$ cat config.mk
export PLATFORM = sky130hd
export DESIGN_NAME = evu_multi_chan
export DESIGN_NICKNAME = d
export VERILOG_FILES = /design/src/rtl/evu_multi_chan.sv
export SDC_FILE = /design/constraint.sdc
export NUM_CORES = 1
export LEC_CHECK = 0
export ABC_AREA = 1
export BUFFER_PORTS_ARGS = -buffer_cell sky130_fd_sc_hd__clkbuf_2
export CAP_MARGIN = 0
export CORE_MARGIN = 2
export CORE_UTILIZATION = 65
export CTS_BUF_LIST = sky130_fd_sc_hd__clkbuf_2
export DETAILED_ROUTE_END_ITERATION = 8
export PLACE_DENSITY = 0.85
export SLEW_MARGIN = 30
export SYNTH_ARGS = -nofsm -noshare
export SYNTH_HDL_FRONTEND = slang
export SYNTH_SLANG_ARGS = --single-unit
$ cat constraint.sdc
create_clock -name clk_i -period 4.43 [get_ports clk_i]
set_input_delay 1.1075 -clock clk_i [delete_from_list [all_inputs] [get_ports clk_i]]
set_output_delay 1.1075 -clock clk_i [all_outputs]
set_load 0.02 [all_outputs]
$ cat src/rtl/evu_multi_chan.sv
// evu_multi_chan: per-channel event select, privilege filter and prescaler feeding
// a tagged packet FIFO for the SPU, with a config/status register window.
module evu_multi_chan #(
    parameter int NUM_EVENTS     = 16,
    parameter int NUM_CHANNELS   = 4,
    parameter int PRESCALE_WIDTH = 16,
    parameter int ASID_WIDTH     = 16,
    parameter int FIFO_DEPTH     = 4,
    parameter int CFG_ADDR_WIDTH = 6,
    localparam int CW = NUM_CHANNELS > 1 ? $clog2(NUM_CHANNELS) : 1
) (
    input  logic                      clk_i,
    input  logic                      rst_ni,
    input  logic [NUM_EVENTS-1:0]     events_i,
    input  logic [1:0]                priv_lvl_i,
    input  logic [ASID_WIDTH-1:0]     asid_i,
    input  logic                      cfg_we_i,
    input  logic [CFG_ADDR_WIDTH-1:0] cfg_addr_i,
    input  logic [31:0]               cfg_wdata_i,
    output logic [31:0]               cfg_rdata_o,
    output logic [NUM_CHANNELS-1:0]   evt_line_o,
    output logic                      evt_valid_o,
    input  logic                      evt_ready_i,
    output logic [CW-1:0]             evt_chan_o,
    output logic [1:0]                evt_priv_o,
    output logic [ASID_WIDTH-1:0]     evt_asid_o,
    output logic                      overflow_o
);
    localparam int PW = $clog2(FIFO_DEPTH);
    localparam logic [CFG_ADDR_WIDTH-1:0] STAT_ADDR = CFG_ADDR_WIDTH'(2 * NUM_CHANNELS);

    typedef struct packed {
        logic [CW-1:0]         chan;
        logic [1:0]            priv;
        logic [ASID_WIDTH-1:0] asid;
    } pkt_t;

    logic [NUM_CHANNELS-1:0] pend, fire, drop, grant;
    logic [1:0]              pend_priv [NUM_CHANNELS];
    logic [ASID_WIDTH-1:0]   pend_asid [NUM_CHANNELS];
    logic [31:0]             ctrl_rd   [NUM_CHANNELS];
    logic [31:0]             div_rd    [NUM_CHANNELS];
    pkt_t                    mem       [FIFO_DEPTH];
    pkt_t                    push_pkt;
    logic [PW:0]             wptr, rptr, count;
    logic                    full, push, pop, ovf, unused_wdata;

    assign unused_wdata = ^cfg_wdata_i;
    assign count        = wptr - rptr;
    assign full         = count == (PW + 1)'(FIFO_DEPTH);
    assign evt_valid_o  = count != '0;
    assign pop          = evt_valid_o & evt_ready_i;
    assign push         = |grant;
    assign overflow_o   = ovf;
    assign {evt_chan_o, evt_priv_o, evt_asid_o} = mem[rptr[PW-1:0]];

    for (genvar c = 0; c < NUM_CHANNELS; c++) begin : g_ch
        logic                      en_r, pend_r, line_r, q, pok, hit, ctrl_hit, div_hit;
        logic [2:0]                mask_r;
        logic [7:0]                sel_r;
        logic [PRESCALE_WIDTH-1:0] div_r, cnt_r;
        logic [1:0]                priv_r;
        logic [ASID_WIDTH-1:0]     asid_r;
        assign ctrl_hit = cfg_we_i && cfg_addr_i == CFG_ADDR_WIDTH'(2 * c);
        assign div_hit  = cfg_we_i && cfg_addr_i == CFG_ADDR_WIDTH'(2 * c + 1);
        // Shifting past the top yields zero, so out-of-range selects never fire.
        assign hit = ((events_i >> sel_r) & NUM_EVENTS'(1)) != '0;
        assign pok = priv_lvl_i == 2'd0 ? mask_r[0] :
                     priv_lvl_i == 2'd1 ? mask_r[1] :
                     priv_lvl_i == 2'd3 ? mask_r[2] : 1'b0;
        assign q       = en_r & hit & pok;
        assign fire[c] = q & (div_r <= PRESCALE_WIDTH'(1) || cnt_r == div_r - PRESCALE_WIDTH'(1));
        assign drop[c] = fire[c] & pend_r & ~grant[c];
        assign pend[c]      = pend_r;
        assign pend_priv[c] = priv_r;
        assign pend_asid[c] = asid_r;
        assign evt_line_o[c] = line_r;
        assign ctrl_rd[c] = {16'b0, sel_r, 4'b0, mask_r, en_r};
        assign div_rd[c]  = 32'(div_r);
        always_ff @(posedge clk_i or negedge rst_ni) begin
            if (!rst_ni) begin
                {en_r, mask_r, sel_r, div_r, cnt_r} <= '0;
                {pend_r, line_r, priv_r, asid_r}    <= '0;
            end else begin
                if (ctrl_hit) {sel_r, mask_r, en_r} <= {cfg_wdata_i[15:8], cfg_wdata_i[3:0]};
                if (div_hit) div_r <= cfg_wdata_i[PRESCALE_WIDTH-1:0];
                if (ctrl_hit || div_hit) cnt_r <= '0;
                else if (q && div_r > PRESCALE_WIDTH'(1)) cnt_r <= fire[c] ? '0 : cnt_r + PRESCALE_WIDTH'(1);
                line_r <= fire[c];
                if (fire[c] && !drop[c]) begin
                    pend_r <= 1'b1;
                    priv_r <= priv_lvl_i;
                    asid_r <= asid_i;
                end else if (grant[c]) begin
                    pend_r <= 1'b0;
                end
            end
        end
    end

    // A full FIFO still accepts a push when its head leaves the same cycle.
    always_comb begin
        grant    = '0;
        push_pkt = '0;
        for (int i = 0; i < NUM_CHANNELS; i++) begin
            if (pend[i] && grant == '0 && (!full || pop)) begin
                grant[i] = 1'b1;
                push_pkt = {CW'(i), pend_priv[i], pend_asid[i]};
            end
        end
    end

    always_ff @(posedge clk_i or negedge rst_ni) begin
        if (!rst_ni) begin
            wptr <= '0;
            rptr <= '0;
            ovf  <= 1'b0;
            for (int i = 0; i < FIFO_DEPTH; i++) mem[i] <= '0;
        end else begin
            if (push) begin
                mem[wptr[PW-1:0]] <= push_pkt;
                wptr <= wptr + (PW + 1)'(1);
            end
            if (pop) rptr <= rptr + (PW + 1)'(1);
            if (|drop) ovf <= 1'b1;
            else if (cfg_we_i && cfg_addr_i == STAT_ADDR && cfg_wdata_i[0]) ovf <= 1'b0;
        end
    end

    always_comb begin
        cfg_rdata_o = '0;
        for (int i = 0; i < NUM_CHANNELS; i++) begin
            if (cfg_addr_i == CFG_ADDR_WIDTH'(2 * i)) cfg_rdata_o = ctrl_rd[i];
            if (cfg_addr_i == CFG_ADDR_WIDTH'(2 * i + 1)) cfg_rdata_o = div_rd[i];
        end
        if (cfg_addr_i == STAT_ADDR) cfg_rdata_o = {16'b0, 8'(count), 7'b0, ovf};
    end
endmodule

# Word level (Yosys, flattened, before mapping)
# Cells that the tools add are included.
# classes
n_eq_ne	15
addsub	11
n_mux	57
n_reduce_logical	56
n_bitwise	27
magnitude_cmp	11
n_shift	4
# ops
cell	count
$mux W32	8
$mux W16	13
$mux W20	6
$bwmux W80	1
$add A16 B1 Y16 const B	4
$eq A16 B16 Y1	4
$gt A16 B1 Y1 const B	4
$le A16 B1 Y1 const B	4
$shr A16 B8 Y1	4
$sub A16 B1 Y16 const B	4
$bmux W20 S2	1
$demux W20 S2	1
$logic_and A1 B1 Y1	26
$mux W1	26
$eq A6 B3 Y1 const B	4
$and A1 B1 Y1	21
$mux W18	1
$reduce_bool A2 Y1	9
$eq A6 B2 Y1 const B	2
$logic_or A1 B1 Y1	9
$reduce_or A4 Y1	2
$add A3 B1 Y3 const B	2
$eq A6 B1 Y1 const B	1
$eq A6 B4 Y1 const B	1
13 further kinds	23
# totals
inputBits	76
ff_bits	343

# Logic depth before layout (Yosys ltp)
# Gate-level depths: netlist of run 1.
# logic_depth
ltp_word	23
depth_mapped	18
mapped_depth_nobuf	18

# Least setup slack after synthesis of run 1
# Ideal clock, no wire load.
# synth_path
path_type	input port to output port
startpoint	input cfg_addr_i[5]
endpoint	output cfg_rdata_o[3]
path_buffers	0
path_slack_ps	756
required_time_ps	3323
stages	11
t_arrival_ps	2566
cell_sequence	nor2_2 inv_1 nor2_1 inv_2 nor2_1 nand2_1 o21ai_0 nor3_1 a21oi_1 a21oi_1 a22oi_1
# synth_via
elab_chain_len	10
word_cells_on_any_way	18
# synth_lines
item	line_no	text
start, declared	18	input logic [CFG_ADDR_WIDTH-1:0] cfg_addr_i,
$logic_not A6 Y1	133	if (cfg_addr_i == CFG_ADDR_WIDTH'(2 * i)) cfg_rdata_o = ctrl_rd[i];
$mux W16	133	
$mux W32	134	if (cfg_addr_i == CFG_ADDR_WIDTH'(2 * i + 1)) cfg_rdata_o = div_rd[i];
$mux W32	133	
$mux W32	134	
$mux W32	133	
$mux W32	134	
$mux W32	133	
$mux W32	134	
$mux W32 (*)	136	if (cfg_addr_i == STAT_ADDR) cfg_rdata_o = {16'b0, 8'(count), 7'b0, ovf};
end, declared	20	output logic [31:0] cfg_rdata_o,
# Every way passes the cells marked *; elsewhere a longest branch is shown, timed or not.

# Worst setup path after layout of run 1
# layout_path
startpoint	register wptr[0]
endpoint	output evt_valid_o
# layout_via
elab_chain_len	2
# layout_lines
item	line_no	text
start, declared	45	logic [PW:0] wptr, rptr, count;
start signal, assigned	122	wptr <= wptr + (PW + 1)'(1);
$sub A3 B3 Y3	49	assign count = wptr - rptr;
$reduce_bool A3 Y1	51	assign evt_valid_o = count != '0;
end, declared	22	output logic evt_valid_o,
# No other way between the ends.

==> flow_summary.ini, run 1 <==
[cells_and_area]
multiInputGateArea_um2 = 10050
syn2layout_area_growth_pct = 7.707
nFillCells = 2548
fin_util_pct = 70.94
stdcell_count = 3311
nets = 2946
layout-drive-gt1-share_pct = 12.56
seq_area_um2 = 8583

[clock_network]
cts_buffers = 89
clk_pin_slew_ns = 0.12
cts_root_buf = clkbuf_2
cts_tree = built
cts_buffer_depth = 3
clock_latency_ns = 1.06
clkSinkCount = 343
h-tree-depth = 3

[floorplan]
die_area_um2 = 32420
die_w_um = 180.1
coreArea_um2 = 30590
rows = 64
die_y_um = 180.1
ioPinCount = 134
initial_core_util_pct = 65.86

[outcome]
status = finished, final reports clean

[critical_path]
endpoint_kind = output pin
crit_path_top_delay_cell = dfrtp_1
critical_path_class = reg2out
critical_path.cell_chain = inv_1, ha_1, fa_1, xor2_1, xor2_2, buf_4, nand3b_1, clkbuf_2
cp.required_ns = 3.32
ff2ff_path_depth = 14
critPathLaunchType = register
slowest_delay_ns = 0.40
cp_max_fo = 4
cp_data_arrival_time_ns = 3.17

[pwr]
powerDensity_nw_per_um2 = 431.8
pwr-share-clk_pct = 24.4
finalPower_uw = 9369
vdd_ir_drop_max_mv = 0.3073
pwr-share-seq_pct = 42.4
comb_power_share_pct = 33.2
switchingPower_uw = 3932
p_int_uw = 5437
leakagePower_uw = 0.01106
p_sw_share_pct = 41.97

[timing]
setup_tns_ns = 0
fmax_mhz = 233.7
fin_skew_ns = 0.1468
setup_viol = 0
fin_crit_ns = 4.278
worst_pin_slew_ns = 0.8234
slew-limit-headroom_pct = 44.50
finalCritPeriodShare_pct = 96.58
hold_viol = 0
drv_slew = 0
layout_setup_ws_ns = 0.1517

[place]
dp_slack_ns = 0.2808
dp.cells = 3155
port_buffers = 101
hpwl_um = 47240
gp_congestion = 1.037

[global_route]
gr-total-overflow = 0
grt_first_pass_wirelength_um = 101700
grt_antenna_before_repair = 1
grt_pass1_vias = 18850
grtUsageTotal_pct = 39.44
grt_start_max_net_pins = 85

[route]
drtIter0Drc = 2019
drtAntennaViolNets = 0
num_vias = 19730
totalWireLength_um = 63620
drc = 0
routedWlPerCell_um = 19.22
firstDrtPassIters = 6
viasPerCell = 5.958

[synthesis]
synth_area_um2 = 20150
postSynthRegisterBits = 343
seq_area_frac_synth_pct = 42.60
synth_edf_count = 0
synth_cell_types = 61
synth-async-reset-ratio_pct = 100.0
syn_area_per_cell_um2 = 7.388
synth_ff_type = dfrtp_1
yosys_warnings = 0
syn-instance-count = 2727

[min_path]
hp-class = in2async

[run]
max-cap-violations = 0
[cell type report]
| type | count | area share, % |
|---|---|---|
| sequential | 343 | 39.55 |
| clock buffer | 121 | 2.791 |
| timing repair buffer | 131 | 3.586 |
| antenna | 1 | 0.01153 |
| inverter | 257 | 4.446 |
| clock inverter | 33 | 1.015 |
| multi-input combinational | 2029 | 46.31 |
| tap | 396 | 2.283 |
[logic make-up after synthesis]
kind of cell	count (synthesis)	share of synthesized area, %
simple gates	1460	31.21
compound gates	429	12.43
buf+inv	370	7.844
flops	343	42.60
xor+xnor	104	4.627
fa+ha+maj	19	1.217
other cells	1	0.01861
mux	1	0.05589
[power groups by stage]
stage,registers [µW],logic [µW],clock network (µW)
2_1_floorplan,3800,2220,0
3_3_place_gp,3990,2910,0
3_5_place_dp,4010,3010,0
4_1_cts,3950,3030,2320
5_1_grt,4000,3450,2460
6_report,3970,3110,2290
[path summary, 6_finish.rpt]
path                            startpoint                 end  slack [ns]
max in group asynchronous           rst_ni    g_ch[3].sel_r[4]        3.38
min in group clk_i               asid_i[0]   g_ch[1].asid_r[0]        0.31
worst min register to register     mem[79]             mem[79]        0.49
worst max-delay path               wptr[0]         evt_valid_o        0.15
worst min-delay path                rst_ni    g_ch[0].sel_r[2]        0.06
worst max register to register     wptr[0]  g_ch[1].asid_r[11]        0.93
[Yosys cell counts, types with 4 or more instances]
library cell | n | share of area, %
o211ai_1 | 20 | 0.75
o22ai_1 | 43 | 1.3
nand2_2 | 21 | 0.65
buf_2 | 23 | 0.57
buf_6 | 8 | 0.45
o221ai_1 | 9 | 0.39
inv_2 | 12 | 0.22
nand3b_1 | 16 | 0.60
nand2_1 | 881 | 16
ha_1 | 18 | 1.1
a21oi_1 | 52 | 1.3
clkinv_1 | 5 | 0.093
o21ai_2 | 19 | 0.83
nor2_4 | 10 | 0.56
nand3_1 | 160 | 4.0
xor2_1 | 71 | 3.1
a22oi_1 | 7 | 0.26
nand4_1 | 87 | 2.7
o21ai_0 | 236 | 5.9
nand3_2 | 4 | 0.20
o21ai_1 | 15 | 0.37
o2111ai_1 | 8 | 0.35
xnor2_1 | 31 | 1.3
dfrtp_1 | 343 | 43
buf_4 | 27 | 1.0
nor3_1 | 21 | 0.52
o21bai_1 | 4 | 0.15
clkbuf_1 | 51 | 0.95
nor2_1 | 223 | 4.2
or2_2 | 7 | 0.22
inv_1 | 240 | 4.5
nor2_2 | 15 | 0.47
[critical path: cells and delay by family (launching register included)]
| family | cells | cell delay (ns) |
|---|---|---|
| xor gates and xnor gates | 2 | 0.40 |
| and+or+nand+nor | 1 | 0.21 |
| DFF | 1 | 0.40 |
| buffers and inverters | 3 | 0.50 |
| adders and majority gates | 2 | 0.62 |
[routing by layer]
| layer | global-route usage (%) | routed length [µm] |
|---|---|---|
| met1 | 53.44 | 26010 |
| met2 | 63.19 | 29710 |
| met3 | 7.397 | 5546 |
| met4 | 15.81 | 2363 |
| met5 | 0 | 0 |
[layout by cell type, fill, tap and decap left out, types with 27 or more instances in the layout]
| master | Yosys | final |
|---|---|---|
| a21oi_1 | 52 | 52 |
| buf_4 | 27 | 27 |
| clkbuf_2 | 1 | 221 |
| clkinv_1 | 5 | 29 |
| dfrtp_1 | 343 | 343 |
| inv_1 | 240 | 240 |
| nand2_1 | 881 | 881 |
| nand3_1 | 160 | 160 |
| nand4_1 | 87 | 87 |
| nor2_1 | 223 | 222 |
| o21ai_0 | 236 | 236 |
| o22ai_1 | 43 | 43 |
| xnor2_1 | 31 | 31 |
| xor2_1 | 71 | 70 |
[sequential cells by signal (all words and copies together) (netlist names), 3 cells and up]
| register | count |
|---|---|
| g_ch.line_r | 4 |
| g_ch.asid_r | 64 |
| g_ch.div_r | 64 |
| g_ch.sel_r | 32 |
| rptr | 3 |
| g_ch.pend_r | 4 |
| g_ch.mask_r | 12 |
| wptr | 3 |
| g_ch.priv_r | 8 |
| g_ch.cnt_r | 64 |
| mem | 80 |
| g_ch.en_r | 4 |
[what timing repair did]
action | 4_1_cts | 5_1_grt
gates cloned | 0 | 0
gates resized for setup | 1 | 0
endpoints found under the setup margin | 1 | 2
hold buffers | 0 | 0
pin swaps | 0 | 1
setup buffers | 0 | 1
[through the flow]
step	hold WS (ns)	instance area (µm²)
after floorplan	0.4366	20200
after global placement	0.4517	20860
after detailed placement	0.4599	20860
after CTS	0.01313	21690
after global routing	0.06459	21700
final	0.06055	21700
Power figures use the tool's default switching activity.
==> inputs of run 2 (changes only) <==
==> constraint.sdc (replaced) <==
create_clock -name clk_i -period 5.3 [get_ports clk_i]
set_input_delay 1.325 -clock clk_i [delete_from_list [all_inputs] [get_ports clk_i]]
set_output_delay 1.325 -clock clk_i [all_outputs]
set_load 0.02 [all_outputs]
==> flow_summary.ini, run 2 (synthesized netlist as in run 1, its figures left out) <==
[outcome]
status = finished, final reports clean

[cells_and_area]
syn2layout_area_growth_pct = 7.092
nets = 2935
largest_reg_flops = 80
final_common_cell = nand2_1
nFillCells = 2534
seq_area_um2 = 8583
layout-drive-gt1-share_pct = 12.43
most-common-layout-cells = nand2_1, dfrtp_1, inv_1
multiInputGateArea_um2 = 10040
regMostFlops = mem

[timing]
whs_ns = 0.2440
hold_viol = 0
finalCritPeriodShare_pct = 90.37
setup_viol = 0
fin_crit_ns = 4.789
fin_skew_ns = 0.06821
worst_pin_slew_ns = 0.9083
slew-limit-headroom_pct = 39.45
fmax_mhz = 208.8
rsz0062_at_grt = no
drv_slew = 0
setup_tns_ns = 0

[pwr]
vdd_ir_drop_max_mv = 0.2197
powerDensity_nw_per_um2 = 356.8
leakagePower_uw = 0.01101

[clock_network]
h-tree-depth = 3
clkSinkCount = 343
cts_root_buf = clkbuf_2
cts_buffers = 89
ctsHoldBuffers = 0
cts_tree = built
cts_buffer_depth = 3
cts.repair.resized = 0
clock_latency_ns = 0.99
clk_pin_slew_ns = 0.11
cts_setup_buffers = 0

[critical_path]
r2r_slack_ns = 1.37
critPathLaunchType = input pin
cp_data_arrival_time_ns = 3.46
r2r_end = mem[5]
r2r-start = wptr[0]
cp.required_ns = 3.97
slowest_delay_ns = 0.53
ff2ff_path_depth = 15
crit_path_top_delay_cell = nand4_1
endpoint_kind = output pin
cp_max_fo = 10
critical_path.cell_chain = clkbuf_2, nor2_1, nand4_1, o221ai_1, o221ai_1, nand3_1, a21oi_1, a21oi_1, clkbuf_2
critical_path_class = in2out

[place]
port_buffers = 101
hpwl_um = 45740
gp_congestion = 1.052

[global_route]
grt_antenna_before_repair = 1
grtUsageTotal_pct = 38.55
grt_first_pass_wirelength_um = 99010
gr-total-overflow = 0
grt_start_max_net_pins = 123
grt_pass1_vias = 18520

[floorplan]
rows = 64
ioPinCount = 134
die_y_um = 180.1
initial_core_util_pct = 65.86
coreArea_um2 = 30590
die_area_um2 = 32420
die_w_um = 180.1

[route]
num_vias = 19630
routedWlPerCell_um = 18.98
firstDrtPassIters = 7
drc = 0
viasPerCell = 5.943
drtAntennaViolNets = 0
totalWireLength_um = 62670
drtIter0Drc = 2138

[min_path]
hp-class = in2async

[run]
max-cap-violations = 0
[run 2: final cells by class]
cell class	count	area share [%]
antenna	1	0.01160
clock buffer	127	2.946
clock inverter	29	0.6901
inverter	257	4.471
multi-input combinational	2029	46.54
sequential	343	39.78
tap	396	2.296
timing repair buffer	120	3.259
[run 2: critical path, delay by kind of cell]
kind / cells / cell delay, ns
buffers and inverters: 2 / 0.28
and+or+nand+nor: 3 / 0.99
AOI/OAI and AO/OA: 4 / 0.87
[run 2: metal layers]
metal,up-vias,routed length (µm),global-route usage (%)
li1,9136,-,-
met1,9303,25870,53.24
met2,1038,28900,61.69
met3,148,5915,6.690
met4,0,1984,14.13
met5,-,0,0
[run 2: through the flow]
| step | utilization [%] | setup slack [ns] | area, µm² | instances | power (µW) |
|---|---|---|---|---|---|
| floorplan | - | 1.191 | 20200 | 2742 | 5032 |
| global placement | 67.87 | 0.6756 | 20760 | 3144 | 5754 |
| finish | 70.53 | 0.5105 | 21580 | 3302 | 7698 |
| detailed placement | 67.87 | 0.6368 | 20760 | 3144 | 5842 |
| global route | 70.53 | 0.3533 | 21580 | 3302 | 8167 |
| CTS | 70.44 | 0.6024 | 21550 | 3300 | 7655 |
[run 2: worst max-delay path by stage]
| stage | startpoint | endpoint | slack, ns |
|---|---|---|---|
| after global placement | cfg_addr_i[3] | cfg_rdata_o[12] | 0.68 |
| after floorplan | cfg_addr_i[5] | cfg_rdata_o[3] | 1.19 |
| after CTS | cfg_addr_i[3] | cfg_rdata_o[2] | 0.60 |
| after detailed placement | cfg_addr_i[3] | cfg_rdata_o[2] | 0.64 |
| final | cfg_addr_i[3] | cfg_rdata_o[13] | 0.51 |
| after global routing | cfg_addr_i[3] | cfg_rdata_o[2] | 0.35 |
[run 2: power breakdown]
part | leakage (µW) | internal, µW | switching [µW]
sequential | 0.00452 | 2900 | 426
combinational | 0.00589 | 852 | 1690
clock | 0.000601 | 694 | 1140
==> inputs of run 3 (changes only) <==
==> constraint.sdc (replaced) <==
create_clock -name clk_i -period 5.3 [get_ports clk_i]
set_input_delay 0.265 -clock clk_i [delete_from_list [all_inputs] [get_ports clk_i]]
set_output_delay 0.265 -clock clk_i [all_outputs]
set_load 0.02 [all_outputs]
==> flow_summary.ini, run 3 (synthesized netlist as in run 1, its figures left out) <==
[outcome]
status = finished, final reports clean

[clock_network]
clkSinkCount = 343
clock_latency_ns = 1.03
cts_buffer_depth = 3
cts.repair.resized = 0
h-tree-depth = 3
cts_root_buf = clkbuf_2
cts_buffers = 89
clk_pin_slew_ns = 0.13
cts_tree = built

[place]
gp_congestion = 1.024
hpwl_um = 45230
dp_slack_ns = 1.478
dp.cells = 3140
port_buffers = 101

[critical_path]
endpoint_kind = register
cp_data_arrival_time_ns = 4.84
cp.required_ns = 6.19
critPathLaunchType = register
critical_path_class = reg2reg
cp_max_fo = 19

[global_route]
grtUsageTotal_pct = 39.42
grt_first_pass_wirelength_um = 101600
gr-total-overflow = 0
grt_antenna_before_repair = 2
use_met2_pct = 61.85
grt_pass1_vias = 19040
top_usage_layer = met2
gr-usage-met1_pct = 52.51
grt_start_max_net_pins = 184
gr-usage-met3_pct = 9.640

[cells_and_area]
nets = 2974
final_common_cell = nand2_1
layout-drive-gt1-share_pct = 12.00
syn2layout_area_growth_pct = 9.098
most-common-layout-cells = nand2_1, dfrtp_1, inv_1
stdcell_count = 3332
largest_reg_flops = 80
regMostFlops = mem

[pwr]
powerDensity_nw_per_um2 = 350.5
vdd_ir_drop_max_mv = 0.2692
leakagePower_uw = 0.01115

[route]
drtIter0Drc = 2007
drtAntennaViolNets = 0
drc = 0
viasPerCell = 5.950
num_vias = 19820
routedWlPerCell_um = 19.02
totalWireLength_um = 63380
firstDrtPassIters = 9

[timing]
slew-limit-headroom_pct = 36.95
rsz0062_at_grt = no
hold_viol = 0
finalCritPeriodShare_pct = 74.68
fmax_mhz = 252.7
fin_crit_ns = 3.958
fin_skew_ns = 0.1080
setup_viol = 0
whs_ns = 0.06940
worst_pin_slew_ns = 0.9423
drv_slew = 0
setup_tns_ns = 0
layout_setup_ws_ns = 1.342

[floorplan]
initial_core_util_pct = 65.86
rows = 64
die_w_um = 180.1
ioPinCount = 134
coreArea_um2 = 30590
die_y_um = 180.1
die_area_um2 = 32420

[run]
max-cap-violations = 0

[min_path]
hp-class = in2reg
[run 3: final cells by class]
class,count,area (µm²)
antenna,2,5.005
clock buffer,118,590.6
clock inverter,28,182.7
fill,2509,8610
inverter,257,964.7
multi-input combinational,2029,10040
sequential,343,8583
tap,396,495.5
timing repair buffer,159,1114
[run 3: path summary, 6_finish.rpt]
path / from / to / slack, ns / cells past startpoint
max: wptr[0] / mem[64] / 1.34 / 14
min: asid_i[9] / g_ch[0].asid_r[9] / 0.07 / 4
max reg2reg: wptr[0] / mem[64] / 1.34 / 14
min reg2reg: mem[53] / mem[53] / 0.48 / 2
max in group asynchronous: rst_ni / g_ch[1].cnt_r[0] / 3.95 / 5
min in group asynchronous: rst_ni / g_ch[2].line_r / 0.31 / 4
[run 3: metal layers]
layer / share of wire [%] / wire length, µm
met3: 10 / 6426
met5: 0.016 / 10
met4: 4.2 / 2670
met2: 46 / 29060
met1: 40 / 25210
[run 3: where the power goes]
part | switching (µW) | internal (µW) | total, µW
clock network | 1140 | 706 | 1850
logic | 1680 | 870 | 2550
registers | 407 | 2900 | 3300
total | 3230 | 4470 | 7700
[run 3: stage by stage]
stage | util (%) | area, µm² | power (µW)
floorplan | - | 20200 | 5032
global placement | 67.77 | 20730 | 5719
detailed placement | 67.77 | 20730 | 5803
CTS | 71.74 | 21940 | 7661
global route | 71.85 | 21980 | 8189
finish | 71.85 | 21980 | 7703
[run 3: worst max-delay path, cell delays in order (launching register included)]
cell	delay [ns]
dfrtp_1	0.38
inv_1	0.11
ha_1	0.22
fa_1	0.38
xor2_1	0.18
xor2_1	0.51
nand2_1	0.40
nand3_1	0.19
inv_1	0.08
nand2_1	0.09
clkinv_1	0.55
nand2_1	0.23
nand4_1	0.34
nand2_1	0.15
nand2_1	0.06
[run 3: repair_timing]
action | 4_1_cts | 5_1_grt
setup buffers | 0 | 0
setup endpoints to repair | 0 | 0
endpoints found under the hold margin | 531 | 0
hold buffers | 43 | 0
